<file path="src/rtl/control_fsm.sv">
// rtl/control_fsm.sv - fetch/decode/execute sequencer for the 16-bit processor control unit
module control_fsm #(
  parameter int INSTR_W  = 16,
  parameter int DADDR_W  = 8,
  parameter int RADDR_W  = 4,
  parameter int ALUSEL_W = 3
) (
  input  logic                Clock,
  input  logic                Reset,
  input  logic [INSTR_W-1:0]  InstrIn,
  output logic                PC_clr,
  output logic                PC_up,
  output logic [INSTR_W-1:0]  IR,
  output logic [DADDR_W-1:0]  D_addr,
  output logic                D_wr,
  output logic                RF_s,
  output logic [RADDR_W-1:0]  RF_W_addr,
  output logic                RF_W_en,
  output logic [RADDR_W-1:0]  RF_Ra_addr,
  output logic [RADDR_W-1:0]  RF_Rb_addr,
  output logic [ALUSEL_W-1:0] ALU_s0,
  output logic [3:0]          State
);

  typedef enum logic [3:0] {
    INIT   = 4'd0,
    FETCH  = 4'd1,
    DECODE = 4'd2,
    NOOP   = 4'd3,
    LOAD_A = 4'd4,
    LOAD_B = 4'd5,
    STORE  = 4'd6,
    ADD    = 4'd7,
    SUB    = 4'd8,
    HALT   = 4'd9
  } state_t;

  state_t               state;
  state_t               state_nxt;
  logic [INSTR_W-1:0]   ir_nxt;

  logic                 pc_clr_nxt;
  logic                 pc_up_nxt;
  logic [DADDR_W-1:0]   d_addr_nxt;
  logic                 d_wr_nxt;
  logic                 rf_s_nxt;
  logic [RADDR_W-1:0]   rf_w_addr_nxt;
  logic                 rf_w_en_nxt;
  logic [RADDR_W-1:0]   rf_ra_addr_nxt;
  logic [RADDR_W-1:0]   rf_rb_addr_nxt;
  logic [ALUSEL_W-1:0]  alu_s0_nxt;

  assign State = state;

  // Next state and IR: IR only loads on the edge that leaves FETCH; DECODE branches on the opcode
  always_comb begin
    state_nxt = INIT;
    ir_nxt    = IR;
    case (state)
      INIT:   state_nxt = FETCH;
      FETCH: begin
        state_nxt = DECODE;
        ir_nxt    = InstrIn;
      end
      DECODE: begin
        case (IR[15:12])
          4'b0000: state_nxt = NOOP;
          4'b0001: state_nxt = STORE;
          4'b0010: state_nxt = LOAD_A;
          4'b0011: state_nxt = ADD;
          4'b0100: state_nxt = SUB;
          4'b0101: state_nxt = HALT;
          default: state_nxt = NOOP;
        endcase
      end
      NOOP:   state_nxt = FETCH;
      LOAD_A: state_nxt = LOAD_B;
      LOAD_B: state_nxt = FETCH;
      STORE:  state_nxt = FETCH;
      ADD:    state_nxt = FETCH;
      SUB:    state_nxt = FETCH;
      HALT:   state_nxt = HALT;
      default: state_nxt = INIT;
    endcase
  end

  // Output decode of the upcoming state so the registered outputs line up with State
  always_comb begin
    pc_clr_nxt     = 1'b0;
    pc_up_nxt      = 1'b0;
    d_addr_nxt     = '0;
    d_wr_nxt       = 1'b0;
    rf_s_nxt       = 1'b0;
    rf_w_addr_nxt  = '0;
    rf_w_en_nxt    = 1'b0;
    rf_ra_addr_nxt = '0;
    rf_rb_addr_nxt = '0;
    alu_s0_nxt     = '0;
    case (state_nxt)
      INIT:  pc_clr_nxt = 1'b1;
      FETCH: pc_up_nxt  = 1'b1;
      STORE: begin
        d_addr_nxt     = ir_nxt[7:0];
        rf_ra_addr_nxt = ir_nxt[11:8];
        d_wr_nxt       = 1'b1;
      end
      LOAD_A: begin
        // Memory data is not valid yet, so the write waits for LOAD_B
        d_addr_nxt    = ir_nxt[11:4];
        rf_s_nxt      = 1'b1;
        rf_w_addr_nxt = ir_nxt[3:0];
      end
      LOAD_B: begin
        d_addr_nxt    = ir_nxt[11:4];
        rf_s_nxt      = 1'b1;
        rf_w_addr_nxt = ir_nxt[3:0];
        rf_w_en_nxt   = 1'b1;
      end
      ADD: begin
        rf_ra_addr_nxt = ir_nxt[11:8];
        rf_rb_addr_nxt = ir_nxt[7:4];
        rf_w_addr_nxt  = ir_nxt[3:0];
        alu_s0_nxt     = ALUSEL_W'(1);
        rf_w_en_nxt    = 1'b1;
      end
      SUB: begin
        rf_ra_addr_nxt = ir_nxt[11:8];
        rf_rb_addr_nxt = ir_nxt[7:4];
        rf_w_addr_nxt  = ir_nxt[3:0];
        alu_s0_nxt     = ALUSEL_W'(2);
        rf_w_en_nxt    = 1'b1;
      end
      default: ;
    endcase
  end

  // State, IR and all outputs registered together; Reset forces INIT from any state
  always_ff @(posedge Clock) begin
    if (Reset) begin
      state      <= INIT;
      IR         <= '0;
      PC_clr     <= 1'b1;
      PC_up      <= 1'b0;
      D_addr     <= '0;
      D_wr       <= 1'b0;
      RF_s       <= 1'b0;
      RF_W_addr  <= '0;
      RF_W_en    <= 1'b0;
      RF_Ra_addr <= '0;
      RF_Rb_addr <= '0;
      ALU_s0     <= '0;
    end else begin
      state      <= state_nxt;
      IR         <= ir_nxt;
      PC_clr     <= pc_clr_nxt;
      PC_up      <= pc_up_nxt;
      D_addr     <= d_addr_nxt;
      D_wr       <= d_wr_nxt;
      RF_s       <= rf_s_nxt;
      RF_W_addr  <= rf_w_addr_nxt;
      RF_W_en    <= rf_w_en_nxt;
      RF_Ra_addr <= rf_ra_addr_nxt;
      RF_Rb_addr <= rf_rb_addr_nxt;
      ALU_s0     <= alu_s0_nxt;
    end
  end

endmodule
</file>
<file path="config.mk">
export PLATFORM = sky130hd
export DESIGN_NAME = control_fsm
export DESIGN_NICKNAME = d
export VERILOG_FILES = /design/src/rtl/control_fsm.sv
export SDC_FILE = /design/constraint.sdc
export NUM_CORES = 1
export LEC_CHECK = 0
export BUFFER_PORTS_ARGS = -buffer_cell sky130_fd_sc_hd__buf_2
export CORE_AREA = 8 8 69 77
export CTS_CLUSTER_SIZE = 16
export DETAILED_ROUTE_END_ITERATION = 16
export DIE_AREA = 0 0 77 85
export PLACE_DENSITY = 0.81
export SLEW_MARGIN = 20
export SYNTH_ARGS = -nofsm -noshare
export SYNTH_HDL_FRONTEND = slang
export SYNTH_SLANG_ARGS = --single-unit
export TNS_END_PERCENT = 10
</file>
<file path="constraint.sdc">
create_clock -name Clock -period 1.4 [get_ports Clock]
set_input_delay 0.21 -clock Clock [delete_from_list [all_inputs] [get_ports Clock]]
set_output_delay 0.21 -clock Clock [all_outputs]
set_load 0.005 [all_outputs]
</file>
# Word level (Yosys, flattened, before mapping)
# Cells that the tools add are included.
# totals
input_bits,18
ff_bits,48
# classes
n_eq_ne,20
n_mux,10
n_reduce_logical,11
n_bitwise,3
# op_table
operator,n
4-bit by 3-bit == test with 1-bit output (second input constant),10
4-bit one-hot mux with 5 select lines,2
4-bit by 2-bit == test with 1-bit output (second input constant),4
8-bit one-hot mux with 2 select lines,1
4-bit by 1-bit == test with 1-bit output (second input constant),3
4-bit == test (second input constant),3
12-bit two-way mux,1
2-bit OR reduction,5
4-bit logical NOT,2
3-bit OR reduction,2
6-bit OR reduction,1
1-bit two-way mux,5
2-bit one-hot mux with 2 select lines,1
4-bit OR reduction,1
1-bit inverter,3

# Logic depth before layout (Yosys ltp)
# Gate-level depths: netlist of run 1.
# logic_depth
depth_word,7
depth_mapped,5

# Worst setup path after synthesis of run 1
# Ideal clock, no wire load.
# synth_timing
kind,reg2reg
startpoint,register state[0] (netlist: State[0])
endpoint,register D_addr[2]
required_time_ns,1.265
t_arrival_ns,1.449
slack_ns,-0.184
synth_period_minus_slack_ns,1.584
setup_ns,0.135
stages_incl_launch_ff,6
path_cell_list,dfxtp_1 nand2b_2 nor3_4 buf_6 mux2i_1 o32ai_2
# synth_via
elab_chain_cells,6
# synth_lines
element,line,rtl
"start, declared",38,state_t state;
"start signal, assigned",153,state <= state_nxt;
"4-bit == test, or another cell as far along",59,case (state)
6-bit OR reduction (no line),-,
4-bit one-hot mux with 5 select lines,59,
4-bit by 3-bit == test with 1-bit output,99,case (state_nxt)
2-bit OR reduction (no line),-,
8-bit one-hot mux with 2 select lines (*),99,
"end signal, assigned",157,D_addr <= d_addr_nxt;
"end, declared",14,"output logic [DADDR_W-1:0] D_addr,"
# Mark *: on every way between the ends. The rest lies on a longest branch, timed or not.
# A chain may end at the register's enable or synchronous reset.

# Final worst setup path of run 1
# layout_timing
startpoint,register state[0] (netlist: State[0])
endpoint,register RF_Rb_addr[2]
# layout_via
elab_chain_cells,7
# layout_lines
element,line,rtl
"4-bit == test, or another cell as far along",59,
6-bit OR reduction (no line),-,
4-bit one-hot mux with 5 select lines,59,
4-bit == test or 4-bit by 3-bit == test with 1-bit output (tied branches),99,
2-bit OR reduction (no line),-,
1-bit inverter (no line),-,
2-bit OR reduction (no line),-,
"end signal, assigned",163,RF_Rb_addr <= rf_rb_addr_nxt;
"end, declared",20,"output logic [RADDR_W-1:0] RF_Rb_addr,"
# Parallel ways exist; a longest one is shown, timed or not.

==> flow_metrics.py, run 1 <==
metrics = {
    "logic_synthesis": {
        "synth_nets": 170,
        "syn_area_sq_mm": 0.00165,
        "synth_cells": 152,
        "ys_types": 40,
        "ys_ff_latch": 47,
        "ys_seq_area_share_pct": 57.0,
        "synth-warning-count": 0,
        "post_synth.cell_area_avg_sq_um": 10.9,
    },
    "critical_path": {
        "slowest_stage": "dfxtp_4",
        "cp_top_family": "compound AO/OA/AOI/OAI gates",
        "critPathBufInv": 1,
        "r2r_end": "RF_Rb_addr[2]$_SDFF_PP0_",
        "path_cells": "nor3b_4 > o211ai_1 > o211a_1 > buf_6 > a31oi_4 > nor2_1",
        "start_kind": "flop",
        "crit_cells": 6,
        "criticalPathCategory": "flop to flop",
        "r2r_cells": 6,
        "crit_path_max_incr_delay_ps": 380,
        "cp.arrival_ps": 1820,
        "cp_data_required_time_ps": 1590,
        "cp_max_fo": 6,
        "cp-end-kind": "flop",
        "worstReg2RegStart": "State[0]$_SDFF_PP0_",
        "ff2ff_setup_slack_ps": -230,
        "cp-startpoint": "State[0]$_SDFF_PP0_",
        "worstSetupEndpoint": "RF_Rb_addr[2]$_SDFF_PP0_",
    },
    "floorplanning": {
        "num_rows": 25,
        "die_x_um": 77,
        "dieHeight_um": 85,
        "pin_count": 66,
        "floorplan.initialDensity_pct": 40.0,
        "core_sq_mm": 0.00413,
        "die-area_sq_mm": 0.00655,
    },
    "clock_network": {
        "cts_buffer_depth": 2,
        "cts_tree": "done",
        "hold_buffers": 0,
        "cts_buffers": 5,
        "clock_latency_ps": 300,
        "clk_pin_slew_ps": 80,
        "cts_max_level": 2,
        "cts.sinks": 47,
        "root_buffer": "clkbuf_8",
    },
    "place": {
        "dp_hpwl_um": 3550,
        "portBuffers": 64,
        "pre_cts_ws_ps": -240,
        "dpl_cell_area_sq_mm": 0.00231,
        "routabilityCongestion": 0.797,
    },
    "run": {
        "cap_violations": 0,
    },
    "final_layout": {
        "synthToLayoutAreaGrowth_pct": 55.5,
        "fin_nets": 270,
        "fillCellCount": 344,
        "layout-drive-gt1-share_pct": 56.7,
        "layout_common_cells": "buf_2 (64), dfxtp_1 (42), buf_4 (27)",
        "final_common_cell": "buf_2",
        "num_antenna_cells": 0,
        "final_area_sq_mm": 0.00257,
    },
    "sta": {
        "period_share_pct": 116,
        "fmax_ghz": 0.614,
        "finalHoldViolations": 0,
        "finalSetupViolations": 37,
        "setup_ws_ps": -229,
        "rsz0062_at_grt": "yes",
        "fin_crit_ps": 1630,
        "drv_slew": 0,
        "clock_skew_ps": 5.26,
    },
    "detailed_routing": {
        "drt-initial-drc-count": 58,
        "wl_per_cell_um": 16.2,
        "wl_um": 4940,
        "dr.pass1.iters": 4,
        "drtAntennaViolNets": 0,
        "route.vias.total": 1459,
        "remaining_drc_errors": 0,
        "viasPerCell": 4.77,
    },
    "outcome": {
        "status": "finished, violations left",
        "violations": "setup timing",
    },
    "pwr": {
        "p_leak_nw": 1.19,
        "p_per_area_mw_per_mm2": 1220,
        "ir_drop_mv": 0.843,
    },
    "hold_path": {
        "hp-class": "input port to flop",
    },
    "global_route": {
        "grt_pass1_vias": 1644,
        "antenna_found_initial": 0,
        "overflow": 0,
        "grt_max_degree": 15,
        "grt_first_pass_wirelength_um": 8070,
        "grt_use_total_pct": 15.1,
    },
}
-- routing by layer --
| layer | up-vias | part of all wire [%] | GRT usage, % |
|---|---|---|---|
| met5 | - | 0 | 0 |
| met2 | 46 | 53 | 26.9 |
| met4 | 0 | 1.1 | 4.47 |
| li1 | 722 | - | - |
| met3 | 4 | 6.9 | 6.03 |
| met1 | 687 | 39 | 15.8 |
-- Yosys cell counts (all sizes together) --
| cell type | number | share of area, % |
|---|---|---|
| a211o | 1 | 0.53 |
| a211oi | 1 | 0.76 |
| a21o | 1 | 0.45 |
| a21oi | 7 | 2.3 |
| a31oi | 2 | 1.1 |
| and2b | 1 | 0.45 |
| and3 | 2 | 0.76 |
| buf | 4 | 1.7 |
| clkbuf | 1 | 0.23 |
| conb | 1 | 0.23 |
| dfxtp | 47 | 57 |
| inv | 1 | 0.23 |
| mux2i | 12 | 7.3 |
| nand2 | 13 | 3.9 |
| nand2b | 3 | 1.3 |
| nor2 | 30 | 8.0 |
| nor2b | 3 | 1.1 |
| nor3 | 1 | 0.99 |
| nor3b | 1 | 0.76 |
| nor4 | 1 | 0.76 |
| nor4b | 1 | 0.53 |
| o211a | 1 | 0.61 |
| o211ai | 1 | 0.45 |
| o21ai | 3 | 0.91 |
| o21ba | 1 | 0.61 |
| o32ai | 8 | 5.2 |
| or2 | 1 | 0.38 |
| or3b | 2 | 1.1 |
| xor2 | 1 | 0.53 |
-- power breakdown --
part | total (mW) | internal (mW) | switching, mW
registers | 1.48 | 1.41 | 0.0628
logic | 0.873 | 0.440 | 0.433
clock network | 0.776 | 0.341 | 0.435
total | 3.13 | 2.20 | 0.930
-- kinds of logic after synthesis --
kind of cell	synth area share (%)
AO/OA/AOI/OAI	13.0
other	0.227
buffers and inverters	2.12
AND/OR/NAND/NOR	19.9
multiplexers	7.27
flip-flops	57.0
XOR/XNOR	0.530
-- sequential cells by signal, summed over array words and instances, names as in the netlist, 2 cells and up --
| name | count |
|---|---|
| RF_W_addr | 4 |
| RF_Ra_addr | 4 |
| State | 4 |
| RF_Rb_addr | 4 |
| D_addr | 8 |
| ALU_s0 | 2 |
| IR | 16 |
-- area by class of cell --
class	instances	area, sq um	area share [%]
Timing Repair Buffer	98	611	23.8
Inverter	1	3.75	0.146
Clock inverter	2	13.8	0.536
Multi-Input combinational cell	99	850	33.1
Tap cell	54	67.6	2.63
Clock buffer	5	68.8	2.68
Sequential cell	47	955	37.2
-- what timing repair did --
item / CTS / global route
buffers inserted: 3 / 2
gates resized for setup: 21 / 9
pin swaps: 13 / 11
setup endpoints to repair: 32 / 44
gates cloned: 0 / 0
-- how the worst min path moves through the flow --
stage | startpoint | to | slack [ps] | cells past startpoint
after global routing | InstrIn[15] | IR[15]$_SDFFE_PP0P_ | 140 | 3
after CTS | InstrIn[12] | IR[12]$_SDFFE_PP0P_ | 140 | 3
after detailed placement | InstrIn[12] | IR[12]$_SDFFE_PP0P_ | 450 | 3
final | InstrIn[12] | IR[12]$_SDFFE_PP0P_ | 140 | 3
after floorplan | Reset | State[0]$_SDFF_PP0_ | 280 | 1
after global placement | InstrIn[14] | IR[14]$_SDFFE_PP0P_ | 450 | 3
-- through the flow --
step                cells  TNS, ps  util (%)  power, mW  hold WS [ps]
floorplan             152    -2580         -       1.89           282
global placement      295    -3190      55.8       2.22           453
detailed placement    295    -3920      55.8       2.24           454
CTS                   304    -4420      60.9       3.10           140
global route          306    -7490      62.2       3.28           137
finish                306    -4860      62.2       3.13           141
-- tightest hold or removal path: stages --
cell and delay (ps):
buf_2 100, nand2_1 40, a21oi_1 50
(Power assumes the default switching activity.)
==> inputs of run 2 (changes only) <==
--- a/config.mk
+++ b/config.mk
@@ -6,11 +6,11 @@
 export NUM_CORES = 1
 export LEC_CHECK = 0
 export BUFFER_PORTS_ARGS = -buffer_cell sky130_fd_sc_hd__buf_2
-export CORE_AREA = 8 8 69 77
+export CORE_AREA = 8 8 67 75
 export CTS_CLUSTER_SIZE = 16
 export DETAILED_ROUTE_END_ITERATION = 16
-export DIE_AREA = 0 0 77 85
-export PLACE_DENSITY = 0.81
+export DIE_AREA = 0 0 75 83
+export PLACE_DENSITY = 0.82
 export SLEW_MARGIN = 20
 export SYNTH_ARGS = -nofsm -noshare
 export SYNTH_HDL_FRONTEND = slang
==> constraint.sdc (replaced) <==
create_clock -name Clock -period 1.9 [get_ports Clock]
set_input_delay 0.285 -clock Clock [delete_from_list [all_inputs] [get_ports Clock]]
set_output_delay 0.285 -clock Clock [all_outputs]
set_load 0.005 [all_outputs]
==> flow_metrics.py, run 2 (same netlist as run 1, synthesis figures left out) <==
metrics = {
    "global_route": {
        "grt_max_degree": 17,
        "grt_first_pass_wirelength_um": 7070,
        "grt_use_total_pct": 14.6,
        "grt_pass1_vias": 1430,
        "overflow": 0,
        "antenna_found_initial": 0,
    },
    "critical_path": {
        "cp_top_family": "simple AND/OR/NAND/NOR gates",
        "start_kind": "flop",
        "cp-end-kind": "flop",
        "path_cells": "nor4b_1 > a31oi_1 > nor2_8 > nand2_4 > o32ai_1",
        "criticalPathCategory": "flop to flop",
        "cp.arrival_ps": 2000,
        "cp_data_required_time_ps": 2100,
        "cp_max_fo": 9,
        "critPathBufInv": 0,
        "crit_path_max_incr_delay_ps": 480,
        "slowest_stage": "dfxtp_1",
    },
    "pwr": {
        "ir_drop_mv": 0.562,
        "p_per_area_mw_per_mm2": 1060,
        "p_leak_nw": 1.05,
    },
    "run": {
        "cap_violations": 0,
    },
    "clock_network": {
        "cts_buffers": 5,
        "hold_buffers": 0,
        "clock_latency_ps": 300,
        "cts-resized-gates": 0,
        "cts_setup_buffers": 0,
        "cts_max_level": 2,
        "cts.sinks": 47,
        "cts_buffer_depth": 2,
        "root_buffer": "clkbuf_8",
        "cts_tree": "done",
        "clk_pin_slew_ps": 80,
    },
    "floorplanning": {
        "dieHeight_um": 83,
        "die-area_sq_mm": 0.00623,
        "num_rows": 24,
        "floorplan.initialDensity_pct": 43.3,
        "die_x_um": 75,
        "core_sq_mm": 0.00381,
        "pin_count": 66,
    },
    "sta": {
        "worst_pin_slew_ps": 543,
        "rsz0062_at_grt": "no",
        "drv_slew": 0,
        "fmax_ghz": 0.556,
        "clock_skew_ps": 5.42,
        "finalSetupViolations": 0,
        "finalHoldViolations": 0,
        "slew_headroom_pct": 63.6,
        "tns_ps": 0,
        "fin_crit_ps": 1800,
        "period_share_pct": 94.6,
    },
    "final_layout": {
        "reg.largest.list": "IR x16, D_addr x8",
        "regMostFlops": "IR",
        "num_antenna_cells": 0,
        "final_common_cell": "buf_2",
        "layout-drive-gt1-share_pct": 40.6,
        "largest_reg_flops": 16,
        "layout_common_cells": "buf_2 (64), dfxtp_1 (47), nor2_1 (28)",
        "synthToLayoutAreaGrowth_pct": 32.5,
        "fillCellCount": 360,
        "fin_nets": 241,
        "fin_util_pct": 57.4,
    },
    "detailed_routing": {
        "wl_per_cell_um": 16.0,
        "viasPerCell": 5.04,
        "remaining_drc_errors": 0,
        "route.vias.total": 1390,
        "drtAntennaViolNets": 0,
        "drt-met1-wl_um": 1670,
        "wl_met2_um": 2310,
        "met3_length_um": 369,
        "dr.pass1.iters": 4,
        "drt-initial-drc-count": 65,
        "topRoutingLayerUsed": "met4",
        "wl_um": 4420,
    },
    "place": {
        "portBuffers": 64,
        "dp_hpwl_um": 3300,
        "routabilityCongestion": 0.925,
    },
    "hold_path": {
        "hp-class": "input port to flop",
    },
    "outcome": {
        "status": "finished, final reports clean",
    },
}
==> run 2: changes by cell type in the layout (fill, tap and decap cells not counted), moves of 3 or more <==
cell,previous run,this run
buf_4,27,4
buf_6,6,0
dfxtp_1,42,47
dfxtp_4,3,0
mux2i_1,5,12
mux2i_2,5,0
o32ai_1,3,6
o32ai_2,5,2
==> run 2: worst paths after layout <==
check,depth (start not counted),slack [ps],startpoint,endpoint
max,5,100,State[2]$_SDFF_PP0_,D_addr[4]$_SDFF_PP0_
max reg2reg,5,100,State[2]$_SDFF_PP0_,D_addr[4]$_SDFF_PP0_
min,3,230,InstrIn[12],IR[12]$_SDFFE_PP0P_
min reg2reg,2,540,IR[14]$_SDFFE_PP0P_,IR[14]$_SDFFE_PP0P_
==> run 2: tightest hold or removal path: stages <==
cell and delay (ps):
buf_2 90, nand2_1 50, a21oi_1 50
==> run 2: metrics by stage <==
step / total power [mW] / cells / hold WS (ps) / setup slack (ps) / instance area (sq um)
2_1_floorplan: 1.35 / 152 / 364 / 316 / 1650
3_3_place_gp: 1.49 / 268 / 501 / 170 / 2060
3_5_place_dp: 1.50 / 268 / 529 / 162 / 2060
4_1_cts: 2.34 / 276 / 218 / 140 / 2190
5_1_grt: 2.42 / 276 / 225 / 5.83 / 2190
6_report: 2.32 / 276 / 227 / 102 / 2190
==> run 2: routing by layer <==
layer	track usage, %	vias to the layer above
li1	-	668
met1	15.2	664
met2	25.6	50
met3	5.53	8
met4	4.82	0
met5	0	-
==> run 2: area by class of cell <==
cell class	count	area, sq um	area share, %
repair buffers	69	370	16.9
well taps	52	65.1	2.97
clock inverters	2	60.1	2.74
inverters	1	3.75	0.172
clock buffers	6	72.6	3.32
multi-input cells	99	676	30.9
flip-flops and latches	47	941	43.0
==> run 2: where the power goes <==
part / internal [mW] / switching [mW]
Sequential: 1.04 / 0.0429
Clock: 0.525 / 0.310
Combinational: 0.170 / 0.228
==> inputs of run 3 (changes only) <==
--- a/config.mk
+++ b/config.mk
@@ -5,11 +5,12 @@
 export SDC_FILE = /design/constraint.sdc
 export NUM_CORES = 1
 export LEC_CHECK = 0
+export ABC_AREA = 1
 export BUFFER_PORTS_ARGS = -buffer_cell sky130_fd_sc_hd__buf_2
-export CORE_AREA = 8 8 67 75
+export CORE_AREA = 8 8 68 76
 export CTS_CLUSTER_SIZE = 16
 export DETAILED_ROUTE_END_ITERATION = 16
-export DIE_AREA = 0 0 75 83
+export DIE_AREA = 0 0 76 84
 export PLACE_DENSITY = 0.82
 export SLEW_MARGIN = 20
 export SYNTH_ARGS = -nofsm -noshare
==> flow_metrics.py, run 3 <==
metrics = {
    "place": {
        "dp_hpwl_um": 3360,
        "routabilityCongestion": 0.886,
        "portBuffers": 64,
    },
    "final_layout": {
        "regMostFlops": "IR",
        "fin_util_pct": 56.3,
        "final_common_cell": "buf_2",
        "fillCellCount": 367,
        "reg.largest.list": "IR x16, D_addr x8",
        "num_antenna_cells": 0,
        "largest_reg_flops": 16,
        "layout_common_cells": "buf_2 (64), dfxtp_1 (47), nand2_1 (30)",
        "fin_nets": 283,
        "synthToLayoutAreaGrowth_pct": 27.0,
        "layout-drive-gt1-share_pct": 35.3,
    },
    "sta": {
        "tns_ps": 0,
        "rsz0062_at_grt": "no",
        "clock_skew_ps": 5.55,
        "finalSetupViolations": 0,
        "fmax_ghz": 0.613,
        "fin_crit_ps": 1630,
        "finalHoldViolations": 0,
        "period_share_pct": 85.8,
        "drv_slew": 0,
    },
    "global_route": {
        "antenna_found_initial": 0,
        "overflow": 0,
        "grt_pass1_vias": 1555,
        "grt_first_pass_wirelength_um": 7020,
        "grt_use_total_pct": 13.5,
        "grt_max_degree": 14,
    },
    "critical_path": {
        "critPathBufInv": 1,
        "cp_data_required_time_ps": 2080,
        "crit_path_max_incr_delay_ps": 390,
        "cp.arrival_ps": 1810,
        "cp-end-kind": "flop",
        "slowest_stage": "dfxtp_1",
        "cp_top_family": "simple AND/OR/NAND/NOR gates",
        "criticalPathCategory": "flop to flop",
        "path_cells": "inv_1 > nor2_2 > nand2_1 > nand3_1 > nand2_4 > nand2_4 > nor2_4 > nor2_4 > a21oi_1",
        "start_kind": "flop",
        "cp_max_fo": 8,
    },
    "floorplanning": {
        "floorplan.initialDensity_pct": 44.3,
        "die-area_sq_mm": 0.00638,
        "die_x_um": 76,
        "core_sq_mm": 0.00387,
        "dieHeight_um": 84,
        "num_rows": 24,
        "pin_count": 66,
    },
    "detailed_routing": {
        "drt-met1-wl_um": 1720,
        "remaining_drc_errors": 0,
        "viasPerCell": 4.51,
        "drt-initial-drc-count": 72,
        "dr.pass1.iters": 4,
        "route.vias.total": 1433,
        "drtAntennaViolNets": 0,
        "topRoutingLayerUsed": "met4",
        "wl_um": 4140,
        "wl_met2_um": 2000,
        "met3_length_um": 308,
        "wl_per_cell_um": 13.0,
    },
    "clock_network": {
        "cts.sinks": 47,
        "cts-resized-gates": 0,
        "cts_max_level": 2,
        "root_buffer": "clkbuf_8",
        "cts_setup_buffers": 0,
        "cts_tree": "done",
        "hold_buffers": 0,
        "clk_pin_slew_ps": 80,
        "cts_buffers": 5,
        "clock_latency_ps": 300,
        "cts_buffer_depth": 2,
    },
    "logic_synthesis": {
        "synth_nets": 213,
        "synth_cells": 195,
        "synth_edf_count": 0,
        "ys_seq_area_share_pct": 54.8,
        "synth_common_cells": "dfxtp_1 (47), nand2_1 (30), nor2_1 (24), inv_1 (23), o21ai_0 (14)",
        "synth-warning-count": 0,
        "post_synth.cell_area_avg_sq_um": 8.81,
        "ys_types": 26,
        "ys_async_sr_fraction_pct": 0,
        "ys_ff_latch": 47,
        "synth.most_common_cell": "dfxtp_1",
        "synth_top_flop_cell": "dfxtp_1",
        "synth.largest_area_cell": "dfxtp_1",
        "syn_area_sq_mm": 0.00172,
        "synth_area_leaders": "dfxtp_1 (55%), nand2_1 (6.6%), nor2_1 (5.2%)",
        "synth_top_cell_area_share_pct": 54.8,
    },
    "pwr": {
        "p_per_area_mw_per_mm2": 1150,
        "ir_drop_mv": 0.585,
        "p_leak_nw": 1.21,
    },
    "hold_path": {
        "hp-class": "input port to flop",
    },
    "outcome": {
        "status": "finished, final reports clean",
    },
    "run": {
        "cap_violations": 0,
    },
}
-- run 3: path summary, 6_finish.rpt --
| check | startpoint | end | slack (ps) | cells after the start |
|---|---|---|---|---|
| hold / removal | Reset | IR[2]$_SDFF_PP0_ | 260 | 2 |
| hold reg to reg | IR[14]$_SDFFE_PP0P_ | IR[14]$_SDFFE_PP0P_ | 510 | 2 |
| setup / recovery | State[0]$_SDFF_PP0_ | RF_Ra_addr[2]$_SDFF_PP0_ | 270 | 9 |
| setup reg to reg | State[0]$_SDFF_PP0_ | RF_Ra_addr[2]$_SDFF_PP0_ | 270 | 9 |
-- run 3: area by class of cell --
class	count	area [sq um]	share of cell area, %
Tap cell	52	65.1	2.98
Inverter	25	93.8	4.30
Timing Repair Buffer	68	350	16.1
Clock buffer	7	76.3	3.50
Sequential cell	47	941	43.1
Multi-Input combinational cell	118	651	29.8
Clock inverter	1	5.00	0.229
-- run 3: metal layers --
layer / track usage [%] / vias to the layer above
li1: - / 743
met1: 14.2 / 630
met2: 22.3 / 49
met3: 5.39 / 11
met4: 7.50 / 0
met5: 0 / -
-- run 3: cell families (layout without fill, tap and decap cells) --
family / count (synthesis) / count (layout) / share of synthesized area, %
AND/OR/NAND/NOR: 82 / 82 / 24.5
flip-flops: 47 / 47 / 54.8
buffers and inverters: 30 / 101 / 7.36
AO/OA/AOI/OAI: 27 / 27 / 8.45
multiplexers: 8 / 8 / 4.66
other: 1 / 1 / 0.218
-- run 3: power by group --
part           switching, mW  internal, mW
Clock                  0.306         0.258
Combinational          0.463         0.314
Sequential            0.0632          1.10
Total                  0.833          1.67
-- run 3: worst reg2reg max path, delay by kind of cell (launching register included) --
family                 cells  cell delay, ps
AO/OA/AOI/OAI              1             100
AND/OR/NAND/NOR            7             940
flip-flops                 1             390
buffers and inverters      1              90
-- run 3: per-stage QoR --
step	cell area (sq um)	cells	power [mW]	setup slack, ps	hold slack [ps]
global placement	2100	310	1.94	382	490
floorplan	1720	195	1.72	534	462
detailed placement	2100	310	1.97	273	507
finish	2180	318	2.50	269	257
global route	2180	318	2.67	97.6	258
CTS	2180	318	2.53	239	244
